**src/rtl/router_pkg.sv**
```systemverilog
// Shared mesh-router definitions: port codes, flit type codes, one-hot request bit positions.
package router_pkg;

  localparam logic [3:0] PORT_NONE = 4'd0;
  localparam logic [3:0] PORT_L    = 4'd1;
  localparam logic [3:0] PORT_E    = 4'd2;
  localparam logic [3:0] PORT_N    = 4'd3;
  localparam logic [3:0] PORT_W    = 4'd4;
  localparam logic [3:0] PORT_S    = 4'd5;

  localparam logic [1:0] FT_BODY    = 2'b00;
  localparam logic [1:0] FT_TAIL    = 2'b01;
  localparam logic [1:0] FT_HDR     = 2'b10;
  localparam logic [1:0] FT_HDRTAIL = 2'b11;

  localparam int OH_L = 0;
  localparam int OH_E = 1;
  localparam int OH_W = 2;
  localparam int OH_S = 3;
  localparam int OH_N = 4;

  typedef enum logic [1:0] {
    ST_IDLE   = 2'd0,
    ST_ACTIVE = 2'd1,
    ST_DROP   = 2'd2
  } rc_state_e;

  function automatic logic [4:0] port_onehot(input logic [3:0] port);
    logic [4:0] oh;
    oh = '0;
    case (port)
      PORT_L:  oh[OH_L] = 1'b1;
      PORT_E:  oh[OH_E] = 1'b1;
      PORT_W:  oh[OH_W] = 1'b1;
      PORT_S:  oh[OH_S] = 1'b1;
      PORT_N:  oh[OH_N] = 1'b1;
      default: oh = '0;
    endcase
    return oh;
  endfunction

endpackage

```
**src/rtl/route_calc_dor.sv**
```systemverilog
// Combinational dimension-ordered route: port code from destination vs. this node, plus mesh range check.
// Latency 0; no flow control.
module route_calc_dor
  import router_pkg::*;
#(
  parameter int X_NODE_NUM = 4,
  parameter int Y_NODE_NUM = 4,
  parameter int X_W        = 2,
  parameter int Y_W        = 2,
  parameter int X_ADDR     = 2,
  parameter int Y_ADDR     = 3,
  parameter int ROUTING    = 0
) (
  input  logic [X_W-1:0] dest_x,
  input  logic [Y_W-1:0] dest_y,
  output logic [3:0]     port,
  output logic           in_range
);

  localparam logic signed [X_W:0] XA = (X_W+1)'(X_ADDR);
  localparam logic signed [Y_W:0] YA = (Y_W+1)'(Y_ADDR);

  logic signed [X_W:0] xdiff;
  logic signed [Y_W:0] ydiff;
  logic [3:0]          xport;
  logic [3:0]          yport;

  assign xdiff = $signed({1'b0, dest_x}) - XA;
  assign ydiff = $signed({1'b0, dest_y}) - YA;

  // Sign bit picks direction; caller only uses these when the diff is non-zero.
  assign xport = xdiff[X_W] ? PORT_W : PORT_E;
  assign yport = ydiff[Y_W] ? PORT_N : PORT_S;

  always_comb begin
    port = PORT_L;
    if (ROUTING == 0) begin
      if (xdiff != '0)      port = xport;
      else if (ydiff != '0) port = yport;
    end else begin
      if (ydiff != '0)      port = yport;
      else if (xdiff != '0) port = xport;
    end
  end

  assign in_range = (int'(dest_x) < X_NODE_NUM) && (int'(dest_y) < Y_NODE_NUM);

endmodule

```
**src/rtl/route_compute_seq.sv**
```systemverilog
// Per-input-port route compute: registers the DOR route of a header and holds a one-hot request until the tail.
// Latency 1 header->out_req; flits consumed only on sw_grant while ACTIVE, freely while dropping or discarding.
module route_compute_seq
  import router_pkg::*;
#(
  parameter int X_NODE_NUM = 4,
  parameter int Y_NODE_NUM = 4,
  parameter int X_W        = 2,
  parameter int Y_W        = 2,
  parameter int X_ADDR     = 2,
  parameter int Y_ADDR     = 3,
  parameter int FLIT_W     = 8,
  parameter int ROUTING    = 0,
  parameter int CNT_W      = 16
) (
  input  logic              clk,
  input  logic              reset_n,
  input  logic [FLIT_W-1:0] flit_in,
  input  logic              in_valid,
  output logic              in_ready,
  input  logic              sw_grant,
  output logic [3:0]        port_num,
  output logic [4:0]        out_req,
  output logic              seq_err,
  output logic              dest_err,
  output logic [CNT_W-1:0]  pkt_cnt
);

  rc_state_e        state_q, state_d;
  logic [3:0]       port_q, port_d;
  logic [4:0]       req_q, req_d;
  logic             taken_q, taken_d;
  logic             seq_err_q, seq_err_d;
  logic             dest_err_q, dest_err_d;
  logic [CNT_W-1:0] cnt_q, cnt_d;
  logic             rdy_c;

  logic [1:0] ftype;
  logic       is_head;
  logic       is_tail;
  logic [3:0] calc_port;
  logic       calc_in_range;

  assign ftype   = flit_in[FLIT_W-1:FLIT_W-2];
  assign is_head = ftype[1];
  assign is_tail = ftype[0];

  generate
    if (FLIT_W > X_W + Y_W + 2) begin : g_spare
      logic unused_flit_bits;
      assign unused_flit_bits = ^flit_in[FLIT_W-3:X_W+Y_W];
    end
  endgenerate

  route_calc_dor #(
    .X_NODE_NUM (X_NODE_NUM),
    .Y_NODE_NUM (Y_NODE_NUM),
    .X_W        (X_W),
    .Y_W        (Y_W),
    .X_ADDR     (X_ADDR),
    .Y_ADDR     (Y_ADDR),
    .ROUTING    (ROUTING)
  ) u_dor (
    .dest_x   (flit_in[X_W-1:0]),
    .dest_y   (flit_in[X_W+Y_W-1:X_W]),
    .port     (calc_port),
    .in_range (calc_in_range)
  );

  always_comb begin
    state_d    = state_q;
    port_d     = port_q;
    req_d      = req_q;
    taken_d    = taken_q;
    seq_err_d  = seq_err_q;
    dest_err_d = dest_err_q;
    cnt_d      = cnt_q;
    rdy_c      = 1'b0;
    unique case (state_q)
      ST_IDLE: begin
        if (in_valid) begin
          if (is_head) begin
            if (calc_in_range) begin
              port_d  = calc_port;
              req_d   = port_onehot(calc_port);
              taken_d = 1'b0;
              state_d = ST_ACTIVE;
            end else begin
              dest_err_d = 1'b1;
              state_d    = ST_DROP;
            end
          end else begin
            seq_err_d = 1'b1;
            rdy_c     = 1'b1;
          end
        end
      end
      ST_ACTIVE: begin
        rdy_c = in_valid && sw_grant;
        if (rdy_c) begin
          taken_d = 1'b1;
          // The header that opened the packet is the first flit consumed; any later head is a sequence error.
          if (is_head && taken_q) seq_err_d = 1'b1;
          if (is_tail || (is_head && taken_q)) begin
            cnt_d   = cnt_q + 1'b1;
            port_d  = PORT_NONE;
            req_d   = '0;
            state_d = ST_IDLE;
          end
        end
      end
      ST_DROP: begin
        rdy_c = in_valid;
        if (in_valid && is_tail) state_d = ST_IDLE;
      end
      default: state_d = ST_IDLE;
    endcase
  end

  always_ff @(posedge clk or negedge reset_n) begin
    if (!reset_n) begin
      state_q    <= ST_IDLE;
      port_q     <= PORT_NONE;
      req_q      <= '0;
      taken_q    <= 1'b0;
      seq_err_q  <= 1'b0;
      dest_err_q <= 1'b0;
      cnt_q      <= '0;
    end else begin
      state_q    <= state_d;
      port_q     <= port_d;
      req_q      <= req_d;
      taken_q    <= taken_d;
      seq_err_q  <= seq_err_d;
      dest_err_q <= dest_err_d;
      cnt_q      <= cnt_d;
    end
  end

  // Gated so nothing is consumed while reset is held.
  assign in_ready = rdy_c & reset_n;
  assign port_num = port_q;
  assign out_req  = req_q;
  assign seq_err  = seq_err_q;
  assign dest_err = dest_err_q;
  assign pkt_cnt  = cnt_q;

endmodule

```
**config.mk**
```make
export PLATFORM = sky130hd
export DESIGN_NAME = route_compute_seq
export DESIGN_NICKNAME = d
export VERILOG_FILES = /design/src/rtl/router_pkg.sv /design/src/rtl/route_calc_dor.sv /design/src/rtl/route_compute_seq.sv
export SDC_FILE = /design/constraint.sdc
export NUM_CORES = 1
export LEC_CHECK = 0
export CORE_ASPECT_RATIO = 0.9
export CORE_MARGIN = 4
export CORE_UTILIZATION = 34
export CTS_CLUSTER_SIZE = 16
export DETAILED_ROUTE_END_ITERATION = 8
export SLEW_MARGIN = 20
export SYNTH_ARGS = -nofsm -noshare
export SYNTH_HDL_FRONTEND = slang
export SYNTH_HIERARCHICAL = 1
export SYNTH_SLANG_ARGS = --single-unit
```
**constraint.sdc**
```tcl
create_clock -name clk -period 1.9 [get_ports clk]
set_input_delay 0.19 -clock clk [delete_from_list [all_inputs] [get_ports clk]]
set_output_delay 0.19 -clock clk [all_outputs]
set_load 0.01 [all_outputs]
```
Yosys cells after proc, flatten, opt, wreduce, memory -nomap -nowiden
Index checks and enable logic that the tools add are counted.
{"block": "totals", "reg_bits": 29, "latchBits": 0, "mem_bits_rw": 0, "rom_bits": 0, "output_inout_bits": 28, "wordCells": 74, "memories": 0}
{"block": "op_classes", "addsub": 3, "multipliers": 0, "div_mod_pow": 0, "n_lt_le_gt_ge": 0, "n_eq_ne": 14, "shifts": 0, "mux": 37, "n_bitwise": 1, "reduce_logical": 13}
{"cell": "two-way mux 4 bit", "count": 6}
{"cell": "two-way mux 5 bit", "count": 4}
{"cell": "adder 16 x 1 -> 16 bit (second input constant)", "count": 1}
{"cell": "AND reduction 5 bit", "count": 3}
{"cell": "two-way mux 1 bit", "count": 14}
{"cell": "inequality test 2 bit (second input constant)", "count": 7}
{"cell": "two-way mux 2 bit", "count": 5}
{"cell": "case mux 5 bit (2 select lines)", "count": 1}
{"cell": "equality test 4 x 2 -> 1 bit (second input constant)", "count": 2}
{"cell": "equality test 4 x 3 -> 1 bit (second input constant)", "count": 2}
{"cell": "case mux 4 bit (2 select lines)", "count": 1}
{"cell": "two-way mux 3 bit", "count": 2}
{"cell": "case mux 2 bit (3 select lines)", "count": 1}
{"cell": "nonzero test 3 bit", "count": 2}
{"cell": "subtractor 2 x 2 -> 3 bit (second input constant)", "count": 2}
{"cell": "equality test 4 x 1 -> 1 bit (second input constant)", "count": 1}
{"cell": "case mux 1 bit (2 select lines)", "count": 2}
{"cell": "AND reduction 4 bit", "count": 1}
{"cell": "logical AND 1 bit", "count": 3}
{"cell": "case mux 1 bit (3 select lines)", "count": 1}
{"cell": "AND reduction 3 bit", "count": 1}
{"cell": "equality test 2 x 1 -> 1 bit (second input constant)", "count": 1}
{"cell": "equality test 2 bit (second input constant)", "count": 1}
{"cell": "logical NOT 2 bit", "count": 1}
{"cell": "3 further kinds", "count": 3}

Logic depth before layout (Yosys ltp)
{"block": "depth", "ltp_word": 9, "depth_mapped": 6}

Hierarchy
Netlist, hierarchy kept.
{"module": "route_compute_seq", "n_inst": 1, "cells_per_inst": 126, "area_per_inst_um2": 1401.3, "seq_area_each_um2": 750.7}
{"module": "route_calc_dor", "n_inst": 1, "cells_per_inst": 8, "area_per_inst_um2": 40.0, "seq_area_each_um2": 0.0}

Worst setup path after synthesis
No wires, ideal clock.
{"block": "synth_timing", "path_kind": "flip-flop to flip-flop", "from": "register cnt_q[2] (netlist: pkt_cnt[2])", "to": "register cnt_q[12] (netlist: pkt_cnt[12])", "setup_time_ns": 0.125, "t_arrival_ns": 1.309, "t_required_ns": 1.775, "setup_slack_ns": 0.466, "path_stages_with_launch": 5, "n_path_buf": 0, "synth_period_minus_slack_ns": 1.434, "cell_sequence": "dfrtp_1 -> nand3_1 -> nor4_4 -> nand4_1 -> xnor2_1"}
{"block": "synth_via", "elab_chain_cells": 1}
{"element": "from (decl)", "line": "route_compute_seq.sv:35", "source": "logic [CNT_W-1:0] cnt_q, cnt_d;"}
{"element": "from (signal assigned)", "line": "route_compute_seq.sv:136", "source": "cnt_q <= cnt_d;"}
{"element": "adder 16 x 1 -> 16 bit", "line": "route_compute_seq.sv:105", "source": "cnt_d = cnt_q + 1'b1;"}
Every way passes these cells.
A chain may end at the register's enable or synchronous reset.

Worst setup path after layout
{"block": "layout_timing", "from": "register state_q[1]", "to": "output in_ready"}
{"block": "layout_via", "elab_chain_cells": 3, "elab_cells_between_ends": 5, "cone_classes": "2 x eq/ne; 1 x mux; 1 x bitwise; 1 x reduce/logical"}
{"element": "from (decl)", "line": "route_compute_seq.sv:29", "source": "rc_state_e state_q, state_d;"}
{"element": "from (signal assigned)", "line": "route_compute_seq.sv:130", "source": "state_q <= state_d;"}
{"element": "equality test 2 bit, or another cell as far along", "line": "route_compute_seq.sv:79", "source": "unique case (state_q)"}
{"element": "case mux 1 bit (3 select lines) *", "line": "route_compute_seq.sv:79"}
{"element": "AND 1 bit *", "line": "route_compute_seq.sv:141", "source": "assign in_ready = rdy_c & reset_n;"}
{"element": "to (decl)", "line": "route_compute_seq.sv:20", "source": "output logic in_ready,"}
Mark *: on every way between the ends. The rest lies on a longest branch, timed or not.

==> metrics.log <==
[metrics] share of synthesized area occupied by flip-flops and latches: 52.1%
[metrics] first-pass GRT wire length: 5.12 mm
[metrics] Fmax achieved: 0.605 GHz
[metrics] total gr overflow: 0
[metrics] final critical delay including setup and external delays: 1650 ps
[metrics] number of setup buffers added after CTS: 0
[metrics] die boundary width: 76.6 µm
[metrics] Worst Hold Margin: 411 ps
[metrics] top post-synthesis cells by count: 30 x sky130_fd_sc_hd__dfrtp_1, 20 x sky130_fd_sc_hd__nand2_1, 12 x sky130_fd_sc_hd__xnor2_1
[metrics] Num CTS Buffers: 5
[metrics] CTS tree: built
[metrics] post-detailed-route count of antenna-violating nets: 0
[metrics] DRC errors left: 0
[metrics] Worst setup EP type: output port
[metrics] count of clock tree sinks: 30
[metrics] antenna violations before repair: 0
[metrics] share of final-layout standard cells stronger than drive strength 1: 11.1%
[metrics] dominant cells by area after synthesis: sky130_fd_sc_hd__dfrtp_1 52%, sky130_fd_sc_hd__xnor2_1 7.3%, sky130_fd_sc_hd__nand2_1 5.2%, sky130_fd_sc_hd__nor4_4 3.0%, sky130_fd_sc_hd__nand3_1 2.8%
[metrics] Switching Share: 28.3%
[metrics] cell at the root of the clock tree: sky130_fd_sc_hd__clkbuf_8
[metrics] kind of critical path: flop to output port
[metrics] fin crit share: 87.1%
[metrics] Lkg Pwr: 0.000877 µW
[metrics] Area Overhead vs Synth: 40.5%
[metrics] final routed wirelength across all metal layers: 2.94 mm
[metrics] share of Yosys cell area claimed by the top area cell type: 52.1%
[metrics] Top Ports: 40
[metrics] Synth Cell Area: 1440 µm²
[metrics] Initial DRC Count: 86
[metrics] Netlist cell types: 37
[metrics] number of vias in the routed layout: 1,121
[metrics] Buf/Inv on CP: 1
[metrics] Reg clk slew, reported paths: 70 ps
[metrics] detailed placer's ending HPWL: 2.27 mm
[metrics] mean number of vias per cell: 4.92
[metrics] Starting Density: 35.4%
[metrics] WL/cell: 12.9 µm
[metrics] Cell Count Post-Placement: 220
[metrics] unrepaired setup endpoints after global routing: no
[metrics] H-tree Lvls: 2
[metrics] Worst EP required: 1710 ps
[metrics] register bit count reported by yosys: 30
[metrics] diodes inserted: 0
[metrics] height of the die: 69.8 µm
[metrics] biggest area consumer among synthesized cells: sky130_fd_sc_hd__dfrtp_1
[metrics] most instantiated library cell after synthesis: sky130_fd_sc_hd__dfrtp_1
[metrics] final layout net count: 192
[metrics] Combinational Power Share: 26.9%
[metrics] number of synthesized flops with an enable pin: 0
[metrics] ys flop type: sky130_fd_sc_hd__dfrtp_1
[metrics] Final Max Tran Viols: 0
[metrics] maximum clock path buffer count: 2
[metrics] Placeable Area: 4070 µm²
[metrics] number of violations of the max-capacitance limit: 0
[metrics] Worst Setup Start Kind: flop
[metrics] power density cells: 1140 nW/µm²
[metrics] number of global-route vias before repair: 1,083
[metrics] total of warnings raised by yosys: 6
[metrics] Top delay family on crit path: flip-flops
[metrics] arrival time reported for the critical path endpoint: 1460 ps
[metrics] TritonRoute pass-1 iters: 4
[metrics] total of cells resized after clock tree synthesis: 1
[metrics] async set-or-reset flop fraction in the synthesized netlist: 100%
[metrics] worst-case vdd ir drop: 0.368 mV
[metrics] gp weighted congestion: 0.821
[metrics] Largest stage delay, worst path: 440 ps
[metrics] final setup TNS: 0 ps
[metrics] num rows: 22
[metrics] portion of total power attributed to sequential cells: 38.2%
[metrics] area of the die: 5350 µm²
[metrics] final non-filler cell total: 228
[metrics] Buffers on Ports: 37
[metrics] Final setup violation count: 0
[metrics] hold-fix buffers at CTS: 0
[metrics] nets in the synthesized netlist: 147
[metrics] total net switching power: 652 µW
[metrics] final setup skew: 7.86 ps
[metrics] internal power of the cells: 1650 µW
[metrics] cells traversed along the worst timing path: nand2b_1, a221oi_1, dlygate4sd2_1
[metrics] average footprint of a synthesized cell: 10.8 µm²
[metrics] final number of hold-violating endpoints: 0
[metrics] Critical Path Slowest Stage Cell: sky130_fd_sc_hd__dfrtp_1
[metrics] total global routing track utilization: 12.1%
[metrics] worst-path fanout max: 7
[metrics] share of power burned in the clock network: 35.0%
[metrics] worst-skew pair later-pin latency: 280 ps
[metrics] synthesized instance count: 134
[metrics] result of the run: complete, no violations
[metrics] pin count of the biggest net entering global routing: 31
[metrics] worst hold-check path type: input port to async pin
==> worst reg2reg max path, cell delays in order, from the launching register on <==
cell	delay [ps]
sky130_fd_sc_hd__dfrtp_1	440
sky130_fd_sc_hd__buf_4	180
sky130_fd_sc_hd__nand2b_1	180
sky130_fd_sc_hd__nor3b_1	360
sky130_fd_sc_hd__nand2_1	100
sky130_fd_sc_hd__o31ai_1	210
==> registers in the layout, summed over array words and instances, names as in the netlist <==
register	flops
taken_q	1
dest_err	1
pkt_cnt	16
port_num	4
out_req	5
state_q	2
seq_err	1
==> worst paths after layout <==
kind                       cells after the start  startpoint  slack (ps)     endpoint
min in group clk                               1     seq_err         460      seq_err
setup reg to reg                               5  state_q[0]         330   out_req[0]
setup / recovery                               3  state_q[1]         250     in_ready
max in group asynchronous                      2     reset_n        1210  port_num[3]
hold reg to reg                                1     seq_err         460      seq_err
hold / removal                                 2     reset_n         410   pkt_cnt[8]
==> cell type report <==
| cell class | count | area, µm² |
|---|---|---|
| clock buffer | 6 | 82.6 |
| clock inverter | 2 | 60.1 |
| fill | 374 | 2050 |
| inverter | 5 | 18.8 |
| multi-input combinational | 94 | 639 |
| sequential | 30 | 751 |
| tap | 48 | 60.1 |
| timing repair buffer | 43 | 414 |
==> layout by cell type (no fill, tap or decap), types with 2 or more instances in the layout <==
cell,instances
sky130_fd_sc_hd__a21o_1,2
sky130_fd_sc_hd__a31oi_1,2
sky130_fd_sc_hd__a32o_1,2
sky130_fd_sc_hd__and4_1,2
sky130_fd_sc_hd__buf_4,6
sky130_fd_sc_hd__bufinv_16,2
sky130_fd_sc_hd__clkbuf_8,6
sky130_fd_sc_hd__clkdlybuf4s50_1,36
sky130_fd_sc_hd__conb_1,2
sky130_fd_sc_hd__dfrtp_1,30
sky130_fd_sc_hd__inv_1,5
sky130_fd_sc_hd__nand2_1,20
sky130_fd_sc_hd__nand2b_1,2
sky130_fd_sc_hd__nand3_1,8
sky130_fd_sc_hd__nand4_1,5
sky130_fd_sc_hd__nor2_1,5
sky130_fd_sc_hd__nor3_1,2
sky130_fd_sc_hd__nor4_4,2
sky130_fd_sc_hd__o21ai_0,7
sky130_fd_sc_hd__xnor2_1,12
sky130_fd_sc_hd__xor2_1,3
==> power groups by stage <==
stage	registers (µW)	logic, µW	clock network [µW]
after CTS	881	629	818
final	878	618	804
after detailed placement	892	629	0
after floorplan	907	301	0
after global routing	905	674	864
after global placement	886	620	0
==> per-layer routing <==
metal | up-vias | GRT usage (%) | wire length, µm
li1 | 558 | - | -
met5 | - | 0 | 0
met4 | 0 | 4.83 | 22
met2 | 33 | 18.2 | 1410
met3 | 2 | 5.32 | 182
met1 | 528 | 15.3 | 1330
==> cells by family (layout without fill, tap and decap cells) <==
kind of cell,after synthesis,after routing,synth area share [%]
XOR/XNOR,15,15,9.11
multiplexers,1,1,0.781
AND/OR/NAND/NOR,54,54,22.4
buffers and inverters,10,56,3.56
adder cells (fa/ha/maj),1,1,0.868
other,2,2,0.521
flip-flops,30,30,52.1
AO/OA/AOI/OAI,21,21,10.7
==> per-stage QoR <==
step	power [µW]	worst slack [ps]	instance area (µm²)	util, %
6_report	2300	246	2030	49.7
2_1_floorplan	1210	466	1440	-
5_1_grt	2440	127	2030	49.7
4_1_cts	2330	224	2030	49.7
3_3_place_gp	1510	34.6	1880	46.3
3_5_place_dp	1520	25.2	1880	46.3
No activity file was read; power rests on OpenSTA's default activity.
